## config.mk

```make
export PLATFORM = sky130hd
export DESIGN_NAME = minimips_instr_issuer
export DESIGN_NICKNAME = d
export VERILOG_FILES = /design/src/rtl/minimips_pkg.sv /design/src/rtl/minimips_prog_mem.sv /design/src/rtl/minimips_instr_issuer.sv
export SDC_FILE = /design/constraint.sdc
export NUM_CORES = 2
export LEC_CHECK = 0
export CAP_MARGIN = 20
export CORE_UTILIZATION = 35
export DETAILED_ROUTE_END_ITERATION = 8
export PLACE_DENSITY_LB_ADDON = 0.3
export SLEW_MARGIN = 20
export SYNTH_ARGS = -nofsm -noshare
export SYNTH_HDL_FRONTEND = slang
export SYNTH_SLANG_ARGS = --single-unit
```

## constraint.sdc

```tcl
create_clock -name clk -period 3.9 [get_ports clk]
set_clock_uncertainty 0.15 [all_clocks]
set_input_delay 0.39 -clock clk [delete_from_list [all_inputs] [get_ports clk]]
set_output_delay 0.39 -clock clk [all_outputs]
set_load 0.03 [all_outputs]
```

## src/rtl/minimips_pkg.sv

```systemverilog
// Shared encodings, FSM state type and decode helper for the MiniMIPS instruction issuer.
package minimips_pkg;

  localparam logic [3:0] OP_RTYPE = 4'b0000;
  localparam logic [3:0] OP_LW    = 4'b1000;
  localparam logic [3:0] OP_SW    = 4'b1001;

  localparam logic [2:0] FN_AND = 3'b000;
  localparam logic [2:0] FN_ADD = 3'b001;
  localparam logic [2:0] FN_SUB = 3'b010;
  localparam logic [2:0] FN_XOR = 3'b011;
  localparam logic [2:0] FN_NOR = 3'b100;
  localparam logic [2:0] FN_OR  = 3'b101;

  typedef enum logic [1:0] {
    ST_IDLE  = 2'd0,
    ST_FETCH = 2'd1,
    ST_ISSUE = 2'd2,
    ST_DONE  = 2'd3
  } state_t;

  // True for R-type with a defined funct, lw and sw; everything else is undefined.
  function automatic logic is_defined_instr(input logic [15:0] instr);
    logic ok;
    ok = 1'b0;
    case (instr[15:12])
      OP_RTYPE: begin
        case (instr[2:0])
          FN_AND, FN_ADD, FN_SUB, FN_XOR, FN_NOR, FN_OR: ok = 1'b1;
          default:                                       ok = 1'b0;
        endcase
      end
      OP_LW, OP_SW: ok = 1'b1;
      default:      ok = 1'b0;
    endcase
    return ok;
  endfunction

endpackage

```

## src/rtl/minimips_prog_mem.sv

```systemverilog
// Program RAM: one synchronous write port, one registered read port.
module minimips_prog_mem #(
  parameter int unsigned ADDR_W = 8,
  parameter int unsigned DATA_W = 16
) (
  input  logic              clk,
  input  logic              i_we,
  input  logic [ADDR_W-1:0] i_waddr,
  input  logic [DATA_W-1:0] i_wdata,
  input  logic [ADDR_W-1:0] i_raddr,
  output logic [DATA_W-1:0] o_rdata
);

  localparam int unsigned DEPTH = 2 ** ADDR_W;

  logic [DATA_W-1:0] r_mem [DEPTH];
  logic [DATA_W-1:0] r_rdata;

  always_ff @(posedge clk) begin
    if (i_we) begin
      r_mem[i_waddr] <= i_wdata;
    end
    r_rdata <= r_mem[i_raddr];
  end

  assign o_rdata = r_rdata;

endmodule

```

## src/rtl/minimips_instr_issuer.sv

```systemverilog
// Sequences a program memory through a PC and presents each defined MiniMIPS word
// to the core under valid/ready, stopping on a halt word or at the end of memory.
module minimips_instr_issuer
  import minimips_pkg::*;
#(
  parameter int unsigned ADDR_W    = 8,
  parameter logic [15:0] HALT_WORD = 16'hFFFF
) (
  input  logic              clk,
  input  logic              rst,
  input  logic              start,
  input  logic              prog_we,
  input  logic [ADDR_W-1:0] prog_addr,
  input  logic [15:0]       prog_data,
  output logic [15:0]       instruction,
  output logic              instr_valid,
  input  logic              instr_ready,
  output logic [ADDR_W-1:0] pc,
  output logic              busy,
  output logic              done,
  output logic              illegal
);

  localparam logic [ADDR_W-1:0] LAST_ADDR = '1;

  state_t            r_state;
  state_t            w_state_nxt;
  logic [ADDR_W-1:0] r_pc;
  logic [ADDR_W-1:0] w_pc_nxt;
  logic [15:0]       r_instruction;
  logic [15:0]       w_instruction_nxt;
  logic              r_instr_valid;
  logic              r_busy;
  logic              r_done;
  logic              r_illegal;
  logic              w_illegal_nxt;
  logic              w_prog_en;
  logic [15:0]       w_rdata;

  // Read address follows the next PC so the word is ready during FETCH.
  minimips_prog_mem #(
    .ADDR_W (ADDR_W),
    .DATA_W (16)
  ) u_prog_mem (
    .clk     (clk),
    .i_we    (w_prog_en),
    .i_waddr (prog_addr),
    .i_wdata (prog_data),
    .i_raddr (w_pc_nxt),
    .o_rdata (w_rdata)
  );

  always_ff @(posedge clk or posedge rst) begin
    if (rst) begin
      r_state       <= ST_IDLE;
      r_pc          <= '0;
      r_instruction <= '0;
      r_instr_valid <= 1'b0;
      r_busy        <= 1'b0;
      r_done        <= 1'b0;
      r_illegal     <= 1'b0;
    end else begin
      r_state       <= w_state_nxt;
      r_pc          <= w_pc_nxt;
      r_instruction <= w_instruction_nxt;
      r_instr_valid <= (w_state_nxt == ST_ISSUE);
      r_busy        <= (w_state_nxt == ST_FETCH) || (w_state_nxt == ST_ISSUE);
      r_done        <= (w_state_nxt == ST_DONE);
      r_illegal     <= w_illegal_nxt;
    end
  end

  always_comb begin
    w_state_nxt       = r_state;
    w_pc_nxt          = r_pc;
    w_instruction_nxt = r_instruction;
    w_illegal_nxt     = r_illegal;
    w_prog_en         = 1'b0;
    case (r_state)
      ST_IDLE, ST_DONE: begin
        w_prog_en = prog_we;
        if (start) begin
          w_state_nxt   = ST_FETCH;
          w_pc_nxt      = '0;
          w_illegal_nxt = 1'b0;
        end
      end
      ST_FETCH: begin
        w_instruction_nxt = w_rdata;
        if (w_rdata == HALT_WORD) begin
          w_state_nxt = ST_DONE;
        end else if (!is_defined_instr(w_rdata)) begin
          // Undefined words are skipped in place, one cycle each.
          w_illegal_nxt = 1'b1;
          if (r_pc == LAST_ADDR) begin
            w_state_nxt = ST_DONE;
          end else begin
            w_pc_nxt = r_pc + ADDR_W'(1);
          end
        end else begin
          w_state_nxt = ST_ISSUE;
        end
      end
      ST_ISSUE: begin
        if (instr_ready) begin
          if (r_pc == LAST_ADDR) begin
            w_state_nxt = ST_DONE;
          end else begin
            w_state_nxt = ST_FETCH;
            w_pc_nxt    = r_pc + ADDR_W'(1);
          end
        end
      end
      default: w_state_nxt = ST_IDLE;
    endcase
  end

  assign instruction = r_instruction;
  assign instr_valid = r_instr_valid;
  assign pc          = r_pc;
  assign busy        = r_busy;
  assign done        = r_done;
  assign illegal     = r_illegal;

endmodule
```

==> flow_summary.json <==
{
  "core_um2": 464000,
  "port_buffers": 56,
  "hold_viol": 0,
  "dieArea_um2": 470000,
  "fill_cells": 40300,
  "worstPathArrival_ns": 5.46,
  "ant_nets": 0,
  "synth_cell_types": 85,
  "routed_wirelength_um": 615000,
  "via_per_inst": 5.93,
  "wl_met1_um": 238000,
  "cts-htree-levels": 5,
  "register_area_um2": 124000,
  "p_leak_nw": 69.5,
  "cts_buffers": 431,
  "clock_latency_ns": 1.01,
  "dpl.hpwl_um": 382000,
  "layout_setup_ws_ns": -0.821,
  "die_x_um": 685,
  "cp.required_ns": 4.64,
  "num_rows": 250,
  "fin_nets": 12300,
  "rsz0062_at_grt": "yes",
  "die_y_um": 685,
  "start_util_pct": 35.2,
  "yosys_warnings": 0,
  "setup_viol": 16,
  "route.met3.wl_um": 76600,
  "maxSlewViolCount": 0,
  "start_kind": "flip-flop",
  "grt_pass1_vias": 106000,
  "clockBufferDepth": 4,
  "dr_wl_met2_um": 269000,
  "synth_fp_nets": 10700,
  "fmax_mhz": 212,
  "drv_cap": 0,
  "seq_area_frac_synth_pct": 75.9,
  "grt_pass1_wl_um": 845000,
  "relSlewSlack_pct": 18.3,
  "worstHoldPathType": "primary input to asynchronous set/reset pin",
  "outcome": "complete, but fails checks",
  "cts.clk_slew.worst_paths_ns": 0.06,
  "violations": "setup timing",
  "ys.flop_type": "edfxtp_1",
  "startpoint": "u_prog_mem.o_rdata[1]$_DFF_P_",
  "synthArstFlopShare_pct": 0.724,
  "stdcell_count": 18900,
  "synth-edff-count": 4096,
  "place.gp.congestion": 0.929,
  "drive_gt1_share_pct": 26.5,
  "tritoncts": "done",
  "synthCells": 10700,
  "end_kind": "flip-flop",
  "path_class": "flip-flop to flip-flop",
  "dr.pass1.iters": 8,
  "r2r_start": "u_prog_mem.o_rdata[1]$_DFF_P_",
  "irDropWorstVdd_uv": 610,
  "power_mw": 152,
  "grt_max_degree": 116,
  "route.detailed.drc": 0,
  "ios": 57,
  "grt-ovfl-total": 0,
  "cts-root-buf": "clkbuf_16",
  "multi_input_area_um2": 38900,
  "dr.first_iter.drc_count": 18300,
  "area_delta_synth_final_pct": 27.1,
  "syn_area_um2": 163000,
  "post-route-period-util_pct": 121,
  "top_layer": "met5",
  "dr_total_vias": 112000,
  "clock_sinks": 4142,
  "wl_per_cell_um": 32.6,
  "cp_max_fo": 14,
  "dpl.cell_count": 17800,
  "synth.avg_cell_area_um2": 15.3,
  "grtUsageTotal_pct": 25.3,
  "worst_pin_slew_ns": 1.22,
  "antenna_found_initial": 41,
  "power_density_nw_per_um2": 732,
  "synth-seq-cells": 4142,
  "final.min_clock_period_ns": 4.72
}
-- repair_timing --
item / in CTS / in global routing
endpoints found under the setup margin: 16 / 16
gates resized for setup: 572 / 208
pin swaps: 138 / 105
hold endpoints to repair: 1265 / 0
cloned: 37 / 7
hold buffers: 17 / 0
setup buffers: 143 / 37
-- synth_stat cells (33+ instances only) --
| library cell | count | area [µm²] |
|---|---|---|
| a221o_1 | 133 | 1330 |
| nor3_1 | 59 | 295 |
| edfxtp_1 | 4096 | 123000 |
| and3_1 | 215 | 1350 |
| nand2_1 | 2063 | 7740 |
| a22oi_1 | 68 | 510 |
| nor3b_1 | 82 | 616 |
| o221ai_1 | 40 | 350 |
| a31oi_1 | 194 | 1210 |
| nand3_1 | 391 | 1960 |
| a22o_1 | 34 | 298 |
| mux4_2 | 231 | 5200 |
| a222oi_1 | 57 | 571 |
| buf_2 | 311 | 1560 |
| nand4_1 | 33 | 206 |
| mux2_2 | 45 | 507 |
| buf_1 | 93 | 349 |
| a221oi_1 | 248 | 2170 |
| a21oi_1 | 479 | 2400 |
| nor4_1 | 36 | 225 |
| o22ai_1 | 100 | 626 |
| mux2i_1 | 138 | 1380 |
| clkbuf_1 | 306 | 1150 |
| o21ai_0 | 233 | 1170 |
| o211ai_1 | 33 | 248 |
| a211oi_1 | 89 | 668 |
| nor2_1 | 374 | 1400 |
| buf_4 | 36 | 270 |
| a311oi_1 | 182 | 1590 |
-- flip-flops by register name (all words and copies together) (netlist names) --
| signal | count |
|---|---|
| instruction | 16 |
| busy | 1 |
| u_prog_mem.o_rdata | 16 |
| instr_valid | 1 |
| r_state | 2 |
| done | 1 |
| u_prog_mem.r_mem | 4096 |
| illegal | 1 |
| pc | 8 |
-- power by group --
group | internal, mW | switching (mW)
combinational | 25.7 | 36.5
clock | 22.6 | 17.7
sequential | 49.2 | 0.247
-- final timing paths --
| kind | endpoint | slack [ns] | cells past startpoint |
|---|---|---|---|
| worst max-delay path | u_prog_mem.o_rdata[4]$_DFF_P_ | -0.82 | 18 |
| min in group clk | r_state[0]$_DFF_PP0_ | 0.22 | 4 |
| worst max register to register | u_prog_mem.o_rdata[4]$_DFF_P_ | -0.82 | 18 |
| worst min-delay path | pc[2]$_DFF_PP0_ | 0.21 | 3 |
| max in group asynchronous | r_state[1]$_DFF_PP0_ | 2.86 | 4 |
| worst min register to register | instruction[10]$_DFFE_PP0P_ | 0.37 | 1 |
-- final cells by class --
cell class | instances | share of cell area, %
Clock inverter | 267 | 1.14
Timing Repair Buffer | 1969 | 11.1
Timing Repair inverter | 4 | 0.0307
Tap cell | 6174 | 3.72
Sequential cell | 4142 | 59.7
Inverter | 22 | 0.0807
Antenna cell | 24 | 0.0289
Clock buffer | 520 | 5.42
Multi-Input combinational cell | 5732 | 18.7
-- critical path, stage by stage, from the launching register on --
cell and delay [ns]:
dfxtp_4 0.45, nand4_1 0.16, or4_4 0.61, nand4_1 0.17, a31oi_2 0.12, buf_4 0.17, nor2_4 0.12, buf_12 0.16
clkinv_16 0.10, buf_12 0.17, buf_6 0.20, a221o_1 0.29, a311oi_2 0.24, a211oi_2 0.10, o311ai_4 0.41, o31ai_4 0.23
buf_6 0.18, o31ai_4 0.40, a211oi_2 0.09
-- kinds of logic (layout without fill, tap and decap cells) --
| family | count (synthesis) | count (layout) | synth area share [%] |
|---|---|---|---|
| compound gates | 2012 | 2012 | 8.70 |
| fa+ha+maj | 5 | 5 | 0.0383 |
| buf+inv | 802 | 2782 | 2.33 |
| flops | 4142 | 4142 | 75.9 |
| mux | 415 | 415 | 4.35 |
| simple gates | 3300 | 3300 | 8.67 |
| other cells | 0 | 24 | 0 |
-- routing by layer --
metal  vias to the layer above  global-route usage [%]
met5                         -                   0.224
met1                     57500                    34.9
met3                      1275                    6.38
li1                      45300                       -
met2                      7695                    37.7
met4                        14                    11.1
-- metrics by stage --
step	TNS [ns]	setup WS [ns]	hold slack, ns	area [µm²]	utilization (%)
final	-11.36	-0.821	0.206	208000	44.7
after global routing	-11.65	-0.807	0.257	208000	44.7
after CTS	-8.88	-0.619	0.153	206000	44.4
after detailed placement	-22.66	-1.85	0.357	187000	40.3
after global placement	-24.62	-2.01	0.347	187000	40.3
after floorplan	-389.33	-0.241	0.312	163000	-
-- layout by cell type, fill, tap and decap left out, drive strengths merged, types with 231 or more instances in the layout --
cell    count
buf      1881
o21ai     236
edfxtp   4096
nand3     392
mux4      231
nor2      376
clkbuf    527
a21oi     479
nand2    2063
a221oi    248
No activity file was read; power rests on OpenSTA's default activity.
==> variant (same flow settings) <==
`ADDR_W` is set to 8 in 2 places; all go to 7.
--- a/src/rtl/minimips_prog_mem.sv
+++ b/src/rtl/minimips_prog_mem.sv
@@ -2,3 +2,3 @@
 module minimips_prog_mem #(
-  parameter int unsigned ADDR_W = 8,
+  parameter int unsigned ADDR_W = 7,
   parameter int unsigned DATA_W = 16
--- a/src/rtl/minimips_instr_issuer.sv
+++ b/src/rtl/minimips_instr_issuer.sv
@@ -5,3 +5,3 @@
 #(
-  parameter int unsigned ADDR_W    = 8,
+  parameter int unsigned ADDR_W    = 7,
   parameter logic [15:0] HALT_WORD = 16'hFFFF
Interface: changed (resized pc and prog_addr); port bits go from 57 to 55. No check against the original RTL was run, so the function may have changed too.
==> variant against the unedited design <==
Wire length fell by 53%; the flow still finishes with violations (negative setup slack); design area decreased by 50%; via count shrank 50%; sequential cell count fell by 2049; largest cell class unchanged; total power decreased by 53%; global-route usage is 1.6 points lower; worst setup slack better by 360 ps; area after synthesis decreased by 49%.
==> variant: results (changes against the unedited design) <==
[detailed_routing]
dr.first_iter.drc_count = 7186  ; -61%
firstDrtPassIters = 6  ; -2
vias = 55500  ; -50%

[clocking]
h-tree-depth = 4  ; -1
worstSkewPairLatency_ps = 870  ; -140 ps
cts_buffer_depth = 3  ; -1
numCtsBuffers = 210  ; -51%

[global_route]
grt_pass1_wl_mm = 399  ; -53%
antenna_found_initial = 22  ; -46%
track_usage_pct = 23.6  ; -1.6 points
grt_max_degree = 129  ; +11%
grt_pass1_vias = 52400  ; -51%

[timing]
worst_slack_ps = -461  ; +360 ps
worst_pin_slew_ps = 1170  ; -58.1 ps
whs_ps = 22.1  ; -184 ps
setup_violations = 16  ; unchanged

[setup_path]
crit_fanout = 18  ; +4
reg2reg_depth = 14  ; -4
rr_startpoint = u_prog_mem.o_rdata[15]

[worst_hold_path]
hp-class = input pin to flop

[layout]
largest_reg_flops = 2048  ; -50%
fin_nets = 6634  ; -46%
drive_above_1_share_pct = 23.3  ; -3.2 points

[yosys]
synth_common_cells = 2,048 x edfxtp_1, 1,280 x nand2_1, 483 x nand3_1, 362 x mux2i_1, 168 x buf_2
synth_cell_types = 86  ; +1.2%
async_flop_share_pct = 1.39  ; +0.66 points
syn_nets = 5743  ; -46%
synth_edf_count = 2048  ; -50%
ys_seq_area_share_pct = 75.6  ; -0.27 points

[place]
hpwl_mm = 183  ; -52%
dp_slack_ps = -1380  ; +467 ps

[pwr]
peakVddDrop_mv = 0.472  ; -23%

[run_status]
violations = negative setup slack
status = finished with violations

## variant: how the worst max path moves through the flow
stage / start / to / slack [ps] / depth (start not counted)
global placement: instr_ready / u_prog_mem.o_rdata[8] / -1380 / 17
CTS: u_prog_mem.o_rdata[15] / u_prog_mem.o_rdata[11] / -340 / 14
finish: u_prog_mem.o_rdata[15] / u_prog_mem.o_rdata[11] / -460 / 14
global route: u_prog_mem.o_rdata[15] / u_prog_mem.o_rdata[11] / -510 / 14
floorplan: pc[1] / u_prog_mem.o_rdata[0] / 50 / 14
detailed placement: instr_ready / u_prog_mem.o_rdata[8] / -1380 / 17
## variant: logic make-up after synthesis
kind of cell    count (synthesis)  synth area share (%)
simple gates                 2193                  11.6
flops                        2093                  75.6
compound gates                665                  5.58
mux                           397                  4.98
buf+inv                       357                  2.18
fa+ha+maj                       5                0.0757
## variant: what timing repair did
| item | 4_1_cts | 5_1_grt |
|---|---|---|
| pin swaps | 48 | 44 |
| hold endpoints to repair | 232 | 26 |
| hold buffers | 9 | 1 |
| buffers inserted | 61 | 38 |
| gates resized for setup | 265 | 136 |
| cloned | 10 | 6 |
| endpoints found under the setup margin | 16 | 16 |
## variant: metrics by stage
step / instance area, sq um / cells / power, W
floorplan: 82700 / 5710 / 0.0367
global placement: 93200 / 9421 / 0.0475
detailed placement: 93200 / 9421 / 0.0476
CTS: 102000 / 9887 / 0.0698
global route: 103000 / 9928 / 0.0732
finish: 103000 / 9934 / 0.0711
## variant: layer usage
layer	global-route usage [%]	part of all wire, %	up-vias
met5	0	0.016	-
met4	9.15	3.7	6
met3	4.46	9.3	479
met2	36.2	45	2842
met1	33.0	42	28600
li1	-	-	23500
## variant: power breakdown
| group | total, W | internal (W) | switching [W] |
|---|---|---|---|
| logic | 0.0260 | 0.0105 | 0.0155 |
| registers | 0.0252 | 0.0250 | 0.000184 |
| clock network | 0.0199 | 0.0111 | 0.00886 |
| total | 0.0711 | 0.0466 | 0.0246 |
## variant: final cells by class
class,count,area [sq um]
clock buffers,264,5530
fillers,20900,132000
multi-input cells,3260,20000
well taps,3150,3940
clock inverters,123,1150
repair inverters,2,15.0
flip-flops and latches,2093,62600
repair buffers,1016,9850
diodes,8,20.0
inverters,18,109
## variant: worst max-delay path, stage by stage, from the launching register on
cell	delay [ps]
dfxtp_4	390
and3b_1	200
or4_4	540
a31oi_4	270
o211a_4	290
inv_16	100
buf_16	170
buf_12	160
mux2i_2	180
buf_4	160
nor3_1	40
or4_1	420
or4_4	440
o311ai_4	250
nand4_1	330
